## config.mk

```make
export PLATFORM = sky130hd
export DESIGN_NAME = rr_encoder_16_4
export DESIGN_NICKNAME = d
export VERILOG_FILES = /design/src/rtl/rr_encoder_16_4.sv
export SDC_FILE = /design/constraint.sdc
export NUM_CORES = 1
export LEC_CHECK = 0
export BUFFER_PORTS_ARGS = -buffer_cell sky130_fd_sc_hd__clkbuf_2
export CAP_MARGIN = 20
export CELL_PAD_IN_SITES_DETAIL_PLACEMENT = 2
export CELL_PAD_IN_SITES_GLOBAL_PLACEMENT = 2
export CORE_UTILIZATION = 30
export DETAILED_ROUTE_END_ITERATION = 12
export GPL_ROUTABILITY_DRIVEN = 1
export GPL_TIMING_DRIVEN = 1
export PLACE_DENSITY = 0.79
export SETUP_SLACK_MARGIN = 0.2
export SYNTH_ARGS = -nofsm -noshare
export SYNTH_HDL_FRONTEND = slang
export SYNTH_SLANG_ARGS = --single-unit
```

## constraint.sdc

```tcl
create_clock -name clk -period 5.2 [get_ports clk]
set_clock_uncertainty 0.15 [all_clocks]
set_input_delay 0.78 -clock clk [delete_from_list [all_inputs] [get_ports clk]]
set_output_delay 0.78 -clock clk [all_outputs]
set_load 0.02 [all_outputs]
```

## src/rtl/rr_encoder_16_4.sv

```systemverilog
// Sequential 16:4 round-robin encoder: latches request pulses into a sticky
// pending mask and streams their 4-bit indices out over a valid/ready handshake.
module rr_encoder_16_4 #(
    parameter bit ROUND_ROBIN = 1'b1
) (
    input  logic        clk,
    input  logic        rst_n,
    input  logic [15:0] line,
    input  logic        ready,
    output logic [3:0]  id,
    output logic        valid,
    output logic [15:0] pending,
    output logic [4:0]  count
);

    // Handshake: a transfer happens on a rising edge where valid and ready are
    // both high. Once valid rises, id is held stable until that transfer occurs.
    // ready has no effect while valid is low.

    logic [15:0] pending_q;
    logic [3:0]  ptr_q;
    logic [3:0]  id_q;
    logic        valid_q;

    logic        acc;
    logic        reload;
    logic [15:0] pend_after;
    logic [15:0] pending_next;
    logic [3:0]  ptr_next;

    logic        hit;
    logic [3:0]  hit_idx;
    logic [3:0]  idx;

    always_comb begin
        acc          = valid_q & ready;
        reload       = ~valid_q | acc;
        pend_after   = pending_q;
        if (acc) begin
            pend_after[id_q] = 1'b0;
        end
        // A new pulse on the bit being accepted re-arms it.
        pending_next = pend_after | line;
        ptr_next     = ptr_q;
        if (acc) begin
            ptr_next = id_q + 4'd1;
        end
        if (!ROUND_ROBIN) begin
            ptr_next = 4'd0;
        end
    end

    // Walk from the farthest offset down to ptr_next so the nearest set bit wins.
    always_comb begin
        hit     = 1'b0;
        hit_idx = 4'd0;
        idx     = 4'd0;
        for (int k = 15; k >= 0; k--) begin
            idx = ptr_next + 4'(k);
            if (pend_after[idx]) begin
                hit     = 1'b1;
                hit_idx = idx;
            end
        end
    end

    always_comb begin
        count = 5'd0;
        for (int i = 0; i < 16; i++) begin
            count = count + 5'(pending_q[i]);
        end
    end

    always_ff @(posedge clk) begin
        if (!rst_n) begin
            pending_q <= 16'd0;
            ptr_q     <= 4'd0;
            id_q      <= 4'd0;
            valid_q   <= 1'b0;
        end else begin
            pending_q <= pending_next;
            ptr_q     <= ptr_next;
            if (reload) begin
                valid_q <= hit;
                if (hit) begin
                    id_q <= hit_idx;
                end
            end
        end
    end

    assign id      = id_q;
    assign valid   = valid_q;
    assign pending = pending_q;

endmodule

```

-- After elaboration in Yosys (flattened, before gate mapping)
Cells that the tools add are included.
- $add $sub $neg: 31
- magnitude comparators: 18
- multiplexer cells: 68
- reductions and logical operators: 2
- bitwise operators: 6
- operator list (kind ; count):
    4-bit by 5-bit less-than comparator with 1-bit output, second input constant ; 17
    4-bit two-way mux ; 17
    1-bit binary-select mux with 4-bit select ; 16
    5-bit by 1-bit adder with 5-bit output ; 11
    1-bit two-way mux ; 33
    4-bit adder, second input constant ; 8
    4-bit by 3-bit adder with 4-bit output, second input constant ; 4
    16-bit bitwise AND ; 1
    16-bit two-way mux ; 1
    16-bit inverter ; 1
    16-bit OR ; 1
    4-bit by 1-bit adder with 4-bit output, second input constant ; 2
    4-bit by 2-bit adder with 4-bit output, second input constant ; 2
    4-bit by 1-bit adder with 5-bit output ; 1
    3-bit by 1-bit adder with 4-bit output ; 1
    1-bit demux with 4-bit select ; 1
    4-bit by 1-bit greater-or-equal comparator with 1-bit output, second input constant ; 1
    2-bit by 1-bit adder with 3-bit output ; 1
    1-bit by 1-bit adder with 2-bit output ; 1
    2-bit AND reduction ; 1
    1-bit bitwise AND ; 1
    1-bit logical AND ; 1
    1-bit inverter ; 1
    1-bit OR ; 1
- flip-flop bits (word level): 25
- output and inout port bits: 26
- logic and storage cells: 129

-- Longest topological paths before layout
Gate-level depths: netlist (run 1).
- depth after elaboration: 26
- depth in mapped cells: 16
- mapped depth without buffers: 15

-- Least setup slack after synthesis (run 1)
Ideal clock, no wire load.
- kind: reg-to-output
- start: register pending_q[5] (netlist: pending[5])
- end: output count[2]
- setup slack: 0.813 ns
- required time: 4.270 ns
- buffers on the path: 0
- data arrival time: 3.457 ns
- cell stages (with the launch flop): 11
- cells stage by stage: dfxtp_1 > inv_1 > fa_1 > fa_1 > fa_1 > fa_1 > inv_1 > ha_1 > inv_1 > fa_1 > xnor2_1
- word-level cells in the longest chain between the ends: 11
- RTL lines (item ; line ; text):
    start, declared ; 20 ; logic [15:0] pending_q;
    start signal, assigned ; 81 ; pending_q <= pending_next;
    5-bit by 1-bit adder with 5-bit output (11 in a row) ; 70 ; count = count + 5'(pending_q[i]);
    end, declared ; 13 ; output logic [4:0] count
Every way passes these cells.

-- Worst setup path after layout (run 1)
- start: register pending_q[0] (netlist: pending[0])
- end: output count[4]
- word-level cells in the longest chain between the ends: 15
- RTL lines (item ; line):
    1-bit by 1-bit adder with 2-bit output ; 70
    2-bit by 1-bit adder with 3-bit output ; 70
    3-bit by 1-bit adder with 4-bit output ; 70
    4-bit by 1-bit adder with 5-bit output ; 70
    5-bit by 1-bit adder with 5-bit output (11 in a row) ; 70
Every way passes these cells.

==> metrics.md, run 1 <==
| Metric | Value |
|---|---|
| Ys flop type | `dfxtp_1` |
| Initial antenna violation count | `0` |
| Mean post-synth cell area | `between 8 and 9 sq um` |
| Root Buffer | `clkbuf_16` |
| Total wire length | `between 15000 and 20000 um` |
| Gr usage total | `between 20% and 30%` |
| R2R depth | `13` |
| Layout cells sized above 1 | `between 20% and 30%` |
| Setup crit start kind | `register` |
| Die height | `about 120 um` |
| Internal power | `approximately 1.2 mW` |
| F_max | `0.2123 GHz` |
| CTS tree | `yes` |
| Logic gate share of total power | `a little over four fifths` |
| DR iter-0 viols | `about 280` |
| Max-cap violation count | `0` |
| Final min period | `roughly 4700 ps` |
| Worst hold margin | `about 470 ps` |
| Fin cells | `678` |
| Ports | `45` |
| Avg WL per Cell | `roughly 23 um` |
| R2r startpoint | `id[0]` |
| Cells after Synth | `approximately 470` |
| Status | `complete, no violations` |
| Synth area leaders | `dfxtp_1 (13%), mux2i_1 (5.9%), mux4_2 (5.2%)` |
| Core area | `between 10000 and 15000 sq um` |
| Post-synth EDFFs | `0` |
| RePlAce Congestion | `around 0.91` |
| Synthesized net count | `512` |
| Post-DP HPWL | `~13000 um` |
| Hold wc startpoint | `id[3]` |
| Clk pin slew, worst setup/hold paths | `~70 ps` |
| Antenna diodes | `0` |
| Synth cell count leaders | `nor2_1 (37), inv_1 (35), a21oi_1 (29), nand2_1 (26)` |
| # DRC | `0` |
| Vias per cell | `just over 6` |
| Die W | `116.1 um` |
| Clk Latency, worst-skew pair | `between 200 and 300 ps` |
| Placed Instances | `674` |
| Synth async-reset ratio | `0%` |
| Slew margin rel. | `about half` |
| PortBufs | `44` |
| Crit path DAT | `around 3800 ps` |
| Crit path kind | `reg2out` |
| Switching share of power | `~57%` |
| Number of synthesized register bits | `25` |
| CP max FO | `4` |
| Nets | `~550` |
| Max-slew violation count | `0` |
| Hold EP | `id[3]` |
| Vias in the first global route | `about 4300` |
| Area share of the leading cell type in the synthesized netlist | `12.81%` |
| CP endpoint kind | `output pin` |
| Final worst slack | `approximately 490 ps` |
| Total power per unit cell area | `around 640 nW/um^2` |
| Total power | `2.794 mW` |
| CTS Hold Bufs | `0` |
| GRT overflow | `0` |
| Part of the cycle the worst path needs | `just over 90%` |
| Clock power frac | `6.5%` |
| HP Class | `reg2reg` |
| Layout area overhead | `11.34%` |
| Leakage | `1.766 nW` |
| Reg power frac | `9.5%` |
| Most area-hungry cell type in the Yosys netlist | `dfxtp_1` |
| Setup violators final | `0` |
| Least-Margin Pin Slew | `762.6 ps` |
| RSZ-0062 raised after global routing | `no` |
| Mapped cell area | `around 3900 sq um` |
| Crit path required time | `4270 ps` |
| Warnings, synthesis | `0` |
| Final TNS setup | `0 ps` |
| Largest net degree at the start of global routing | `32` |
| CTS Buf Count | `3` |
| Netlist cell types | `88` |
| First-pass GRT wire length | `25050 um` |
| Endpoint of the worst register-to-register path | `id[2]` |
| Detailed Routing Iterations Pass 1 | `5` |
| Die area | `13490 sq um` |
| Filler cell count | `about 1500` |
| Final hold vios | `0` |
| Setup WS pre-CTS | `about 620 ps` |
| Rows | `41` |
| Register area share after synthesis | `approximately 13%` |
| Hold path cells | `2` |
| Clk sink count | `25` |
| Htree depth | `1` |
| Clock tree buffer depth | `2` |
| Count leader, synth | `nor2_1` |
| Post-route ant nets | `0` |
| Starting Density | `a little under a third` |
| Reg2Reg Setup Slack | `roughly 700 ps` |
| P_sw | `around 1.6 mW` |
| CTS resizes | `0` |
| Post-CTS Setup Inserts | `0` |
| Max IR drop VDD | `~320 uV` |
| Vias | `a little over 4000` |
[through the flow]
stage	util [%]	instance area, sq um
3_5_place_dp	33.67	4267
5_1_grt	34.33	4350
6_report	34.33	4350
4_1_cts	34.33	4350
3_3_place_gp	33.67	4267
2_1_floorplan	-	3908
[logic make-up (layout without fill, tap and decap cells)]
family / count (synthesis) / in the layout / share of synthesized area (%)
and+or+nand+nor: 127 / 127 / 17.42
xor gates and xnor gates: 18 / 18 / 5.571
AOI/OAI and AO/OA: 175 / 175 / 32.57
muxes: 44 / 44 / 15.37
buffers and inverters: 62 / 96 / 7.621
adders and majority gates: 21 / 21 / 8.645
DFF: 25 / 25 / 12.81
[worst max path at each step]
stage,endpoint,startpoint,cells after the start,slack (ps)
finish,count[4],pending[0],12,490
detailed placement,id[2],ready,12,620
global placement,id[1],ready,12,770
CTS,count[4],pending[5],12,460
floorplan,count[2],pending[5],10,810
global route,count[4],pending[0],12,320
[layer usage]
| metal | track usage (%) | wire length [um] | up-vias |
|---|---|---|---|
| met1 | 32.97 | 6902 | 2100 |
| met3 | 2.024 | 782 | 28 |
| met5 | 0 | 0 | - |
| met2 | 41.75 | 7761 | 135 |
| li1 | - | - | 1851 |
| met4 | 7.692 | 354 | 0 |
[critical path: stages (launching register included)]
cell and delay, ps:
dfxtp_1 360, fa_1 550, inv_1 60, fa_1 470
fa_1 530, fa_1 410, inv_1 70, ha_1 160
inv_1 60, fa_1 410, nor2b_1 140, o21a_1 120
clkbuf_2 160
[cells in the final DEF (no fill, tap or decap), drive strengths merged, types with 14 or more instances in the layout]
cell type and instances:
a21oi 30, inv 38, dfxtp 25, nor2 43, clkbuf 47, nand2 28
o21ai 46, mux2i 24, o22ai 14, xnor2 18
[state kept, by name, summed over array words and instances (netlist names)]
name     count
id           4
pending     16
ptr_q        4
valid        1
[area by class of cell]
cell class / count / area (sq um) / area share (%)
well taps: 172 / 215.2 / 4.947
clock inverters: 1 / 8.758 / 0.2013
clock buffers: 3 / 75.07 / 1.726
inverters: 37 / 138.9 / 3.192
multi-input cells: 385 / 3109 / 71.47
flip-flops and latches: 25 / 500.5 / 11.50
repair buffers: 55 / 302.8 / 6.960
[power groups by stage]
stage	registers [mW]	clock network [mW]	logic (mW)
3_5_place_dp	0.272	0	2.29
3_3_place_gp	0.270	0	2.20
2_1_floorplan	0.275	0	1.66
5_1_grt	0.273	0.195	2.51
6_report	0.267	0.183	2.34
4_1_cts	0.267	0.186	2.31
Note: power is estimated with default switching activity, not from simulation.
==> inputs of run 2 (changes only) <==
==> constraint.sdc (replaced) <==
create_clock -name clk -period 4.49 [get_ports clk]
set_clock_uncertainty 0.15 [all_clocks]
set_input_delay 0.6735 -clock clk [delete_from_list [all_inputs] [get_ports clk]]
set_output_delay 0.6735 -clock clk [all_outputs]
set_load 0.02 [all_outputs]
==> run 2 against run 1 <==
- the run now ends with setup timing left
- die area stayed put
- sequential share of layout area is 0.27 points lower
- cell count is 1.9% higher
- register-to-register slack worse by 300 ps
- sequential power is 13% higher
- critical path depth stayed put
- count of clock-buffer cells in the layout stayed put
- global-route usage is 0.66 points higher
- first-iteration DRC count is 23% lower
- critical path type unchanged
- largest cell class unchanged
- highest routed layer unchanged
==> metrics.md, run 2 (same netlist as run 1, synthesis figures left out) <==
| Metric | Value |
|---|---|
| Part of the cycle the worst path needs | `100.9%` |
| CP endpoint kind | `output pin (unchanged)` |
| Final min period | `around 4500 ps` |
| Most common cell after layout, fill and taps aside | `clkbuf_2 (unchanged)` |
| Cell Chain, Critical Path | `fa_1 -> fa_1 -> inv_1 -> fa_1 -> fa_1 -> inv_2 -> ha_4 -> inv_2 -> fa_2 -> buf_4 -> xnor2_2 -> buf_4 (was fa_1 -> inv_1 -> fa_1 -> fa_1 -> fa_1 -> inv_1 -> ha_1 -> inv_1 -> fa_1 -> nor2b_1 -> o21a_1 -> clkbuf_2)` |
| PortBufs | `44 (unchanged)` |
| Layout area overhead | `15.72% (was 11.34%)` |
| R2R depth | `12 (was 13)` |
| CP bufs+invs | `5 (was 4)` |
| Placed Instances | `684 (was 674)` |
| F_max | `0.2206 GHz` |
| Slew margin rel. | `47.78% (was 49.11%)` |
| Vias | `4116 (was 4114)` |
| Setup violators final | `2 (was 0)` |
| Total power | `3.386 mW (was 2.794 mW)` |
| Status | `finished with violations (was complete, no violations)` |
| Ports | `45 (unchanged)` |
| CP delay by family, top | `adder cells (unchanged)` |
| Root Buffer | `clkbuf_16 (unchanged)` |
| R2r startpoint | `id[1] (was id[0])` |
| Max-cap violation count | `0 (unchanged)` |
| Die area | `13490 sq um (unchanged)` |
| Leakage | `1.837 nW (was 1.766 nW)` |
| Endpoint of the worst register-to-register path | `id[1] (was id[2])` |
| Core area | `12670 sq um (unchanged)` |
| Max stage delay cell, worst path | `fa_1 (unchanged)` |
| Hold wc startpoint | `line[2] (was id[3])` |
| Failing checks | `setup timing` |
| # DRC | `0 (unchanged)` |
| Max-slew violation count | `0 (unchanged)` |
| Slowest stage delay, CP | `570 ps (was 550 ps)` |
| Hold path cells | `3 (was 2)` |
| RSZ-0062 raised after global routing | `yes (was no)` |
| Antenna diodes | `0 (unchanged)` |
| Reg2Reg Setup Slack | `400 ps (was 700 ps)` |
| Most common cell on crit path | `fa_1 (unchanged)` |
| CTS Buf Count | `3 (unchanged)` |
| RePlAce Congestion | `0.9056 (was 0.9092)` |
| Post-DP HPWL | `12980 um (was 12770 um)` |
| Final hold vios | `0 (unchanged)` |
| Final worst slack | `-42.32 ps (was 490.1 ps)` |
| Clk sink count | `25 (unchanged)` |
| First-pass GRT wire length | `25940 um (was 25050 um)` |
| Detailed Routing Iterations Pass 1 | `4 (was 5)` |
| CTS tree | `yes (unchanged)` |
| Layout cells sized above 1 | `28.90% (was 23.32%)` |
| Filler cell count | `1479 (was 1477)` |
| Total wire length | `16250 um (was 15800 um)` |
| CP max FO | `3 (was 4)` |
| Die height | `116.1 um (unchanged)` |
| Max IR drop VDD | `699.3 uV (was 317.3 uV)` |
| Avg WL per Cell | `23.51 um (was 23.30 um)` |
| Largest net degree at the start of global routing | `24 (was 32)` |
| Initial antenna violation count | `0 (unchanged)` |
| Setup crit start kind | `register (unchanged)` |
| Vias per cell | `5.957 (was 6.068)` |
| CTS Hold Bufs | `0 (unchanged)` |
| DR iter-0 viols | `213 (was 278)` |
| Fin cells | `691 (was 678)` |
| Vias in the first global route | `4510 (was 4291)` |
| Crit path required time | `3670 ps (was 4270 ps)` |
| Clk pin slew, worst setup/hold paths | `70 ps (about the same)` |
| Max FFs per register | `16 (unchanged)` |
| Rows | `41 (unchanged)` |
| Gr usage total | `25.20% (was 24.54%)` |
| HP Class | `in2reg (was reg2reg)` |
| GRT overflow | `0 (unchanged)` |
| Crit path DAT | `3710 ps (was 3780 ps)` |
| Htree depth | `1 (unchanged)` |
| Most frequent cells in the layout | `clkbuf_2 (40), nor2_1 (36), inv_1 (31) (was clkbuf_2 (44), nor2_1 (37), inv_1 (35))` |
| Setup WS pre-CTS | `125.7 ps (was 624.1 ps)` |
| Post-route ant nets | `0 (unchanged)` |
| Clk Latency, worst-skew pair | `270 ps (about the same)` |
| Crit path kind | `reg2out (unchanged)` |
| Least-Margin Pin Slew | `782.5 ps (was 762.6 ps)` |
| Clock tree buffer depth | `2 (unchanged)` |
| Die W | `116.1 um (unchanged)` |
| Total power per unit cell area | `748.8 nW/um^2 (was 642.1 nW/um^2)` |
| Hold EP | `pending[2] (was id[3])` |
| Nets | `560 (was 547)` |
| Starting Density | `30.84% (unchanged)` |
run 2: cell count changes in the layout (fill, tap and decap cells not counted), moves of 4 or more:
cell	delta
dfxtp_2	+6
clkbuf_2	-4
dfxtp_1	-6
inv_1	-4
inv_2	+4
buf_4	+14
run 2: where the power goes:
part | leakage [nW] | switching, mW | internal, mW
clock network | 0.0409 | 0.0907 | 0.121
logic | 1.59 | 1.74 | 1.13
registers | 0.210 | 0.0470 | 0.255
run 2: cell type report:
class                           count  area, sq um  area share (%)
Timing Repair Buffer               68        427.9           9.463
Inverter                           37        138.9           3.071
Sequential cell                    25        508.0           11.23
Tap cell                          172        215.2           4.759
Clock inverter                      1        5.005          0.1107
Multi-Input combinational cell    385         3152           69.70
Clock buffer                        3        75.07           1.660
run 2: routing by layer:
| layer | vias up | share of wire, % | global-route usage, % |
|---|---|---|---|
| met1 | 2094 | 43 | 32.02 |
| met2 | 108 | 50 | 44.09 |
| met4 | 0 | 2.7 | 9.402 |
| met5 | - | 0 | 0 |
| met3 | 36 | 4.3 | 2.543 |
| li1 | 1878 | - | - |
run 2: through the flow:
stage          cell area [sq um]  hold WS (ps)  utilization (%)  setup TNS, ps
3_5_place_dp                4342         455.7            34.26              0
2_1_floorplan               3908         466.3                -              0
4_1_cts                     4488         470.3            35.42         -44.87
5_1_grt                     4522         473.5            35.69         -278.7
6_report                    4522         466.0            35.69         -65.69
3_3_place_gp                4342         457.7            34.26              0
run 2: worst max-delay path by stage:
stage                      from  slack (ps)  depth (start not counted)       end
floorplan            pending[5]         210                         10  count[2]
global placement     pending[0]         250                         12  count[4]
detailed placement   pending[5]         130                         12  count[4]
CTS                 pending[11]         -40                         12  count[4]
global route        pending[11]        -110                         12  count[2]
finish              pending[15]         -40                         12  count[2]
run 2: what timing repair did:
action,in CTS,in global routing
endpoints found under the setup margin,4,9
pin swaps,7,4
setup buffers,2,1
resized for setup,19,11
run 2: worst min-delay path: cells and delay by family:
family,cells,cell delay [ps]
simple gates,2,100
buf+inv,1,80
==> inputs of run 3 (changes only) <==
--- a/config.mk
+++ b/config.mk
@@ -14,7 +14,7 @@
 export GPL_ROUTABILITY_DRIVEN = 1
 export GPL_TIMING_DRIVEN = 1
 export PLACE_DENSITY = 0.79
-export SETUP_SLACK_MARGIN = 0.2
+export SETUP_SLACK_MARGIN = 0.5
 export SYNTH_ARGS = -nofsm -noshare
 export SYNTH_HDL_FRONTEND = slang
 export SYNTH_SLANG_ARGS = --single-unit
==> run 3 against run 2 <==
- the flow still finishes with violations (setup timing)
- setup slack gained 32 ps
- combinational power grew 9.8%
- wire length grew 5.8%
- die area is the same
- power grew 8.3%
- critical endpoint is now count[4]
- largest cell class unchanged
- largest power group unchanged
==> metrics.md, run 3 (same netlist as run 1, synthesis figures left out) <==
| Metric | Value |
|---|---|
| Status | `finished with violations (unchanged)` |
| Switching share of power | `54.88% (was 55.47%)` |
| FF/Latch Area | `521.8 sq um (was 508.0 sq um)` |
| Hold wc startpoint | `line[11] (was line[2])` |
| Layout area overhead | `23.44% (was 15.72%)` |
| Initial antenna violation count | `0 (unchanged)` |
| Ports | `45 (unchanged)` |
| Die height | `116.1 um (unchanged)` |
| RSZ-0062 raised after global routing | `yes (unchanged)` |
| Total power | `3.668 mW (was 3.386 mW)` |
| Crit path required time | `3670 ps (about the same)` |
| Max IR drop VDD | `541.4 uV (was 699.3 uV)` |
| Max FFs per register | `16 (unchanged)` |
| # DRC | `0 (unchanged)` |
| Logic gate share of total power | `85.8% (was 84.8%)` |
| Crit path kind | `reg2out (unchanged)` |
| Antenna diodes | `0 (unchanged)` |
| Detailed Routing Iterations Pass 1 | `4 (unchanged)` |
| Max stage delay cell, worst path | `fa_1 (unchanged)` |
| Reg2Reg Setup Slack | `600 ps (was 400 ps)` |
| Slowest stage delay, CP | `560 ps (was 570 ps)` |
| Largest net degree at the start of global routing | `23 (was 24)` |
| Max-cap violation count | `0 (unchanged)` |
| CTS Buf Count | `3 (unchanged)` |
| Crit path DAT | `3680 ps (was 3710 ps)` |
| Slew margin rel. | `48.80% (was 47.78%)` |
| Final min period | `4500 ps (was 4532 ps)` |
| Final core occ | `38.07% (was 35.69%)` |
| Endpoint of the worst register-to-register path | `id[3] (was id[1])` |
| Post-route ant nets | `0 (unchanged)` |
| Die W | `116.1 um (unchanged)` |
| Setup crit start kind | `register (unchanged)` |
| Gr usage total | `25.52% (was 25.20%)` |
| Nets | `566 (was 560)` |
| CP endpoint kind | `output pin (unchanged)` |
| Die area | `13490 sq um (unchanged)` |
| GR Util met3 | `2.128% (was 2.543%)` |
| F_max | `0.2222 GHz (was 0.2206 GHz)` |
| Clock power frac | `5.8% (was 6.2%)` |
| Total power per unit cell area | `760.4 nW/um^2 (was 748.8 nW/um^2)` |
| Area of the multi-input gates | `3379 sq um (was 3152 sq um)` |
| Filler cell count | `1431 (was 1479)` |
| Least-Margin Pin Slew | `767.1 ps (was 782.5 ps)` |
| Vias in the first global route | `4536 (was 4510)` |
| Vias per cell | `6.132 (was 5.957)` |
| Placed Instances | `684 (unchanged)` |
| Final hold vios | `0 (unchanged)` |
| Internal power | `1.655 mW (was 1.508 mW)` |
| GR Layer Usage met2 | `43.69% (was 44.09%)` |
| Clk sink count | `25 (unchanged)` |
| Max-slew violation count | `0 (unchanged)` |
| Most common cell after layout, fill and taps aside | `clkbuf_2 (unchanged)` |
| CTS tree | `yes (unchanged)` |
| Part of the cycle the worst path needs | `100.2% (was 100.9%)` |
| PortBufs | `44 (unchanged)` |
| R2R depth | `11 (was 12)` |
| Setup violators final | `1 (was 2)` |
| Root Buffer | `clkbuf_16 (unchanged)` |
| Starting Density | `30.84% (unchanged)` |
| Final worst slack | `-9.920 ps (was -42.32 ps)` |
| First-pass GRT wire length | `26160 um (was 25940 um)` |
| Vias | `4274 (was 4116)` |
| Avg WL per Cell | `24.66 um (was 23.51 um)` |
| CP max FO | `4 (was 3)` |
| RePlAce Congestion | `0.9166 (was 0.9056)` |
| Most frequent cells in the layout | `clkbuf_2 (38), nor2_1 (36), inv_1 (29), buf_4 (29), a21oi_1 (27) (was clkbuf_2 (40), nor2_1 (36), inv_1 (31))` |
| Htree depth | `1 (unchanged)` |
| Hold path cells | `3 (unchanged)` |
| CTS Hold Bufs | `0 (unchanged)` |
| Total wire length | `17190 um (was 16250 um)` |
| Reg power frac | `8.4% (was 8.9%)` |
| HP Class | `in2reg (unchanged)` |
| Layout cells sized above 1 | `36.57% (was 28.90%)` |
| Failing checks | `setup timing (unchanged)` |
| DR iter-0 viols | `359 (was 213)` |
| R2r startpoint | `id[2] (was id[1])` |
| Rows | `41 (unchanged)` |
| Met1 Resource Use GR | `33.49% (was 32.02%)` |
| Busiest layer in global routing | `met2 (unchanged)` |
| Worst hold margin | `449.8 ps (was 466.0 ps)` |
| GRT overflow | `0 (unchanged)` |
| Hold EP | `pending[11] (was pending[2])` |
| Clk Latency, worst-skew pair | `270 ps (about the same)` |
| Clock tree buffer depth | `2 (unchanged)` |
| Fin cells | `697 (was 691)` |
| Core area | `12670 sq um (unchanged)` |
| Clk pin slew, worst setup/hold paths | `70 ps (about the same)` |
| Post-DP HPWL | `13010 um (was 12980 um)` |
| Cell Chain, Critical Path | `fa_1 -> inv_2 -> fa_2 -> fa_1 -> fa_1 -> inv_2 -> ha_4 -> inv_2 -> fa_2 -> nor2b_1 -> o21a_2 -> buf_8 (was fa_1 -> fa_1 -> inv_1 -> fa_1 -> fa_1 -> inv_2 -> ha_4 -> inv_2 -> fa_2 -> buf_4 -> xnor2_2 -> buf_4)` |
| Leakage | `1.902 nW (was 1.837 nW)` |
| P_sw | `2.013 mW (was 1.878 mW)` |
## run 3: cell count changes in the layout (fill, tap and decap cells not counted), sizes merged
cell / change
clkbuf: -1
clkinv: -1
a31o: +1
clkinvlp: +1
buf: +6
## run 3: per-layer routing
metal / up-vias / share of wire, %
li1: 1903 / -
met2: 158 / 50
met1: 2179 / 42
met3: 34 / 5.5
met4: 0 / 2.3
met5: - / 0
## run 3: power by group through the flow
| stage | Clock, mW | Sequential (mW) | Combinational [mW] |
|---|---|---|---|
| 3_3_place_gp | 0 | 0.305 | 2.61 |
| 2_1_floorplan | 0 | 0.320 | 1.96 |
| 4_1_cts | 0.220 | 0.303 | 2.88 |
| 3_5_place_dp | 0 | 0.306 | 2.73 |
| 5_1_grt | 0.226 | 0.312 | 3.34 |
| 6_report | 0.214 | 0.308 | 3.15 |
## run 3: worst max path at each step
stage | endpoint | slack, ps | start | cells after the start
after floorplan | count[4] | 430 | pending[0] | 11
final | count[4] | -10 | pending[0] | 12
after detailed placement | count[4] | 200 | pending[0] | 12
after CTS | count[4] | -30 | pending[13] | 12
after global routing | count[4] | -130 | pending[13] | 12
after global placement | count[4] | 280 | pending[0] | 12
## run 3: worst max-delay path, delay by kind of cell, from the launching register on
family	cells	cell delay [ps]
fa+ha+maj	6	2500
buf+inv	4	270
simple gates	1	130
compound gates	1	150
flops	1	360
## run 3: final cells by class
cell class	count	share of cell area [%]
clock inverter	1	0.1556
sequential	25	10.82
inverter	37	2.879
clock buffer	3	1.556
multi-input combinational	386	70.06
timing repair buffer	73	10.06
tap	172	4.462
## run 3: what timing repair did
item                                    4_1_cts  5_1_grt
endpoints found under the hold margin         0        0
pin swaps                                     3       10
setup buffers                                 1        7
gates cloned                                  0        1
resized for setup                            25       51
endpoints found under the setup margin       10       10
## run 3: metrics by stage
step | setup TNS (ps) | setup slack (ps) | area (sq um)
global route | -245.5 | -129.0 | 4823
floorplan | 0 | 430.3 | 3938
CTS | -50.59 | -34.25 | 4549
finish | -9.920 | -9.920 | 4823
detailed placement | 0 | 204.8 | 4372
global placement | 0 | 283.9 | 4372
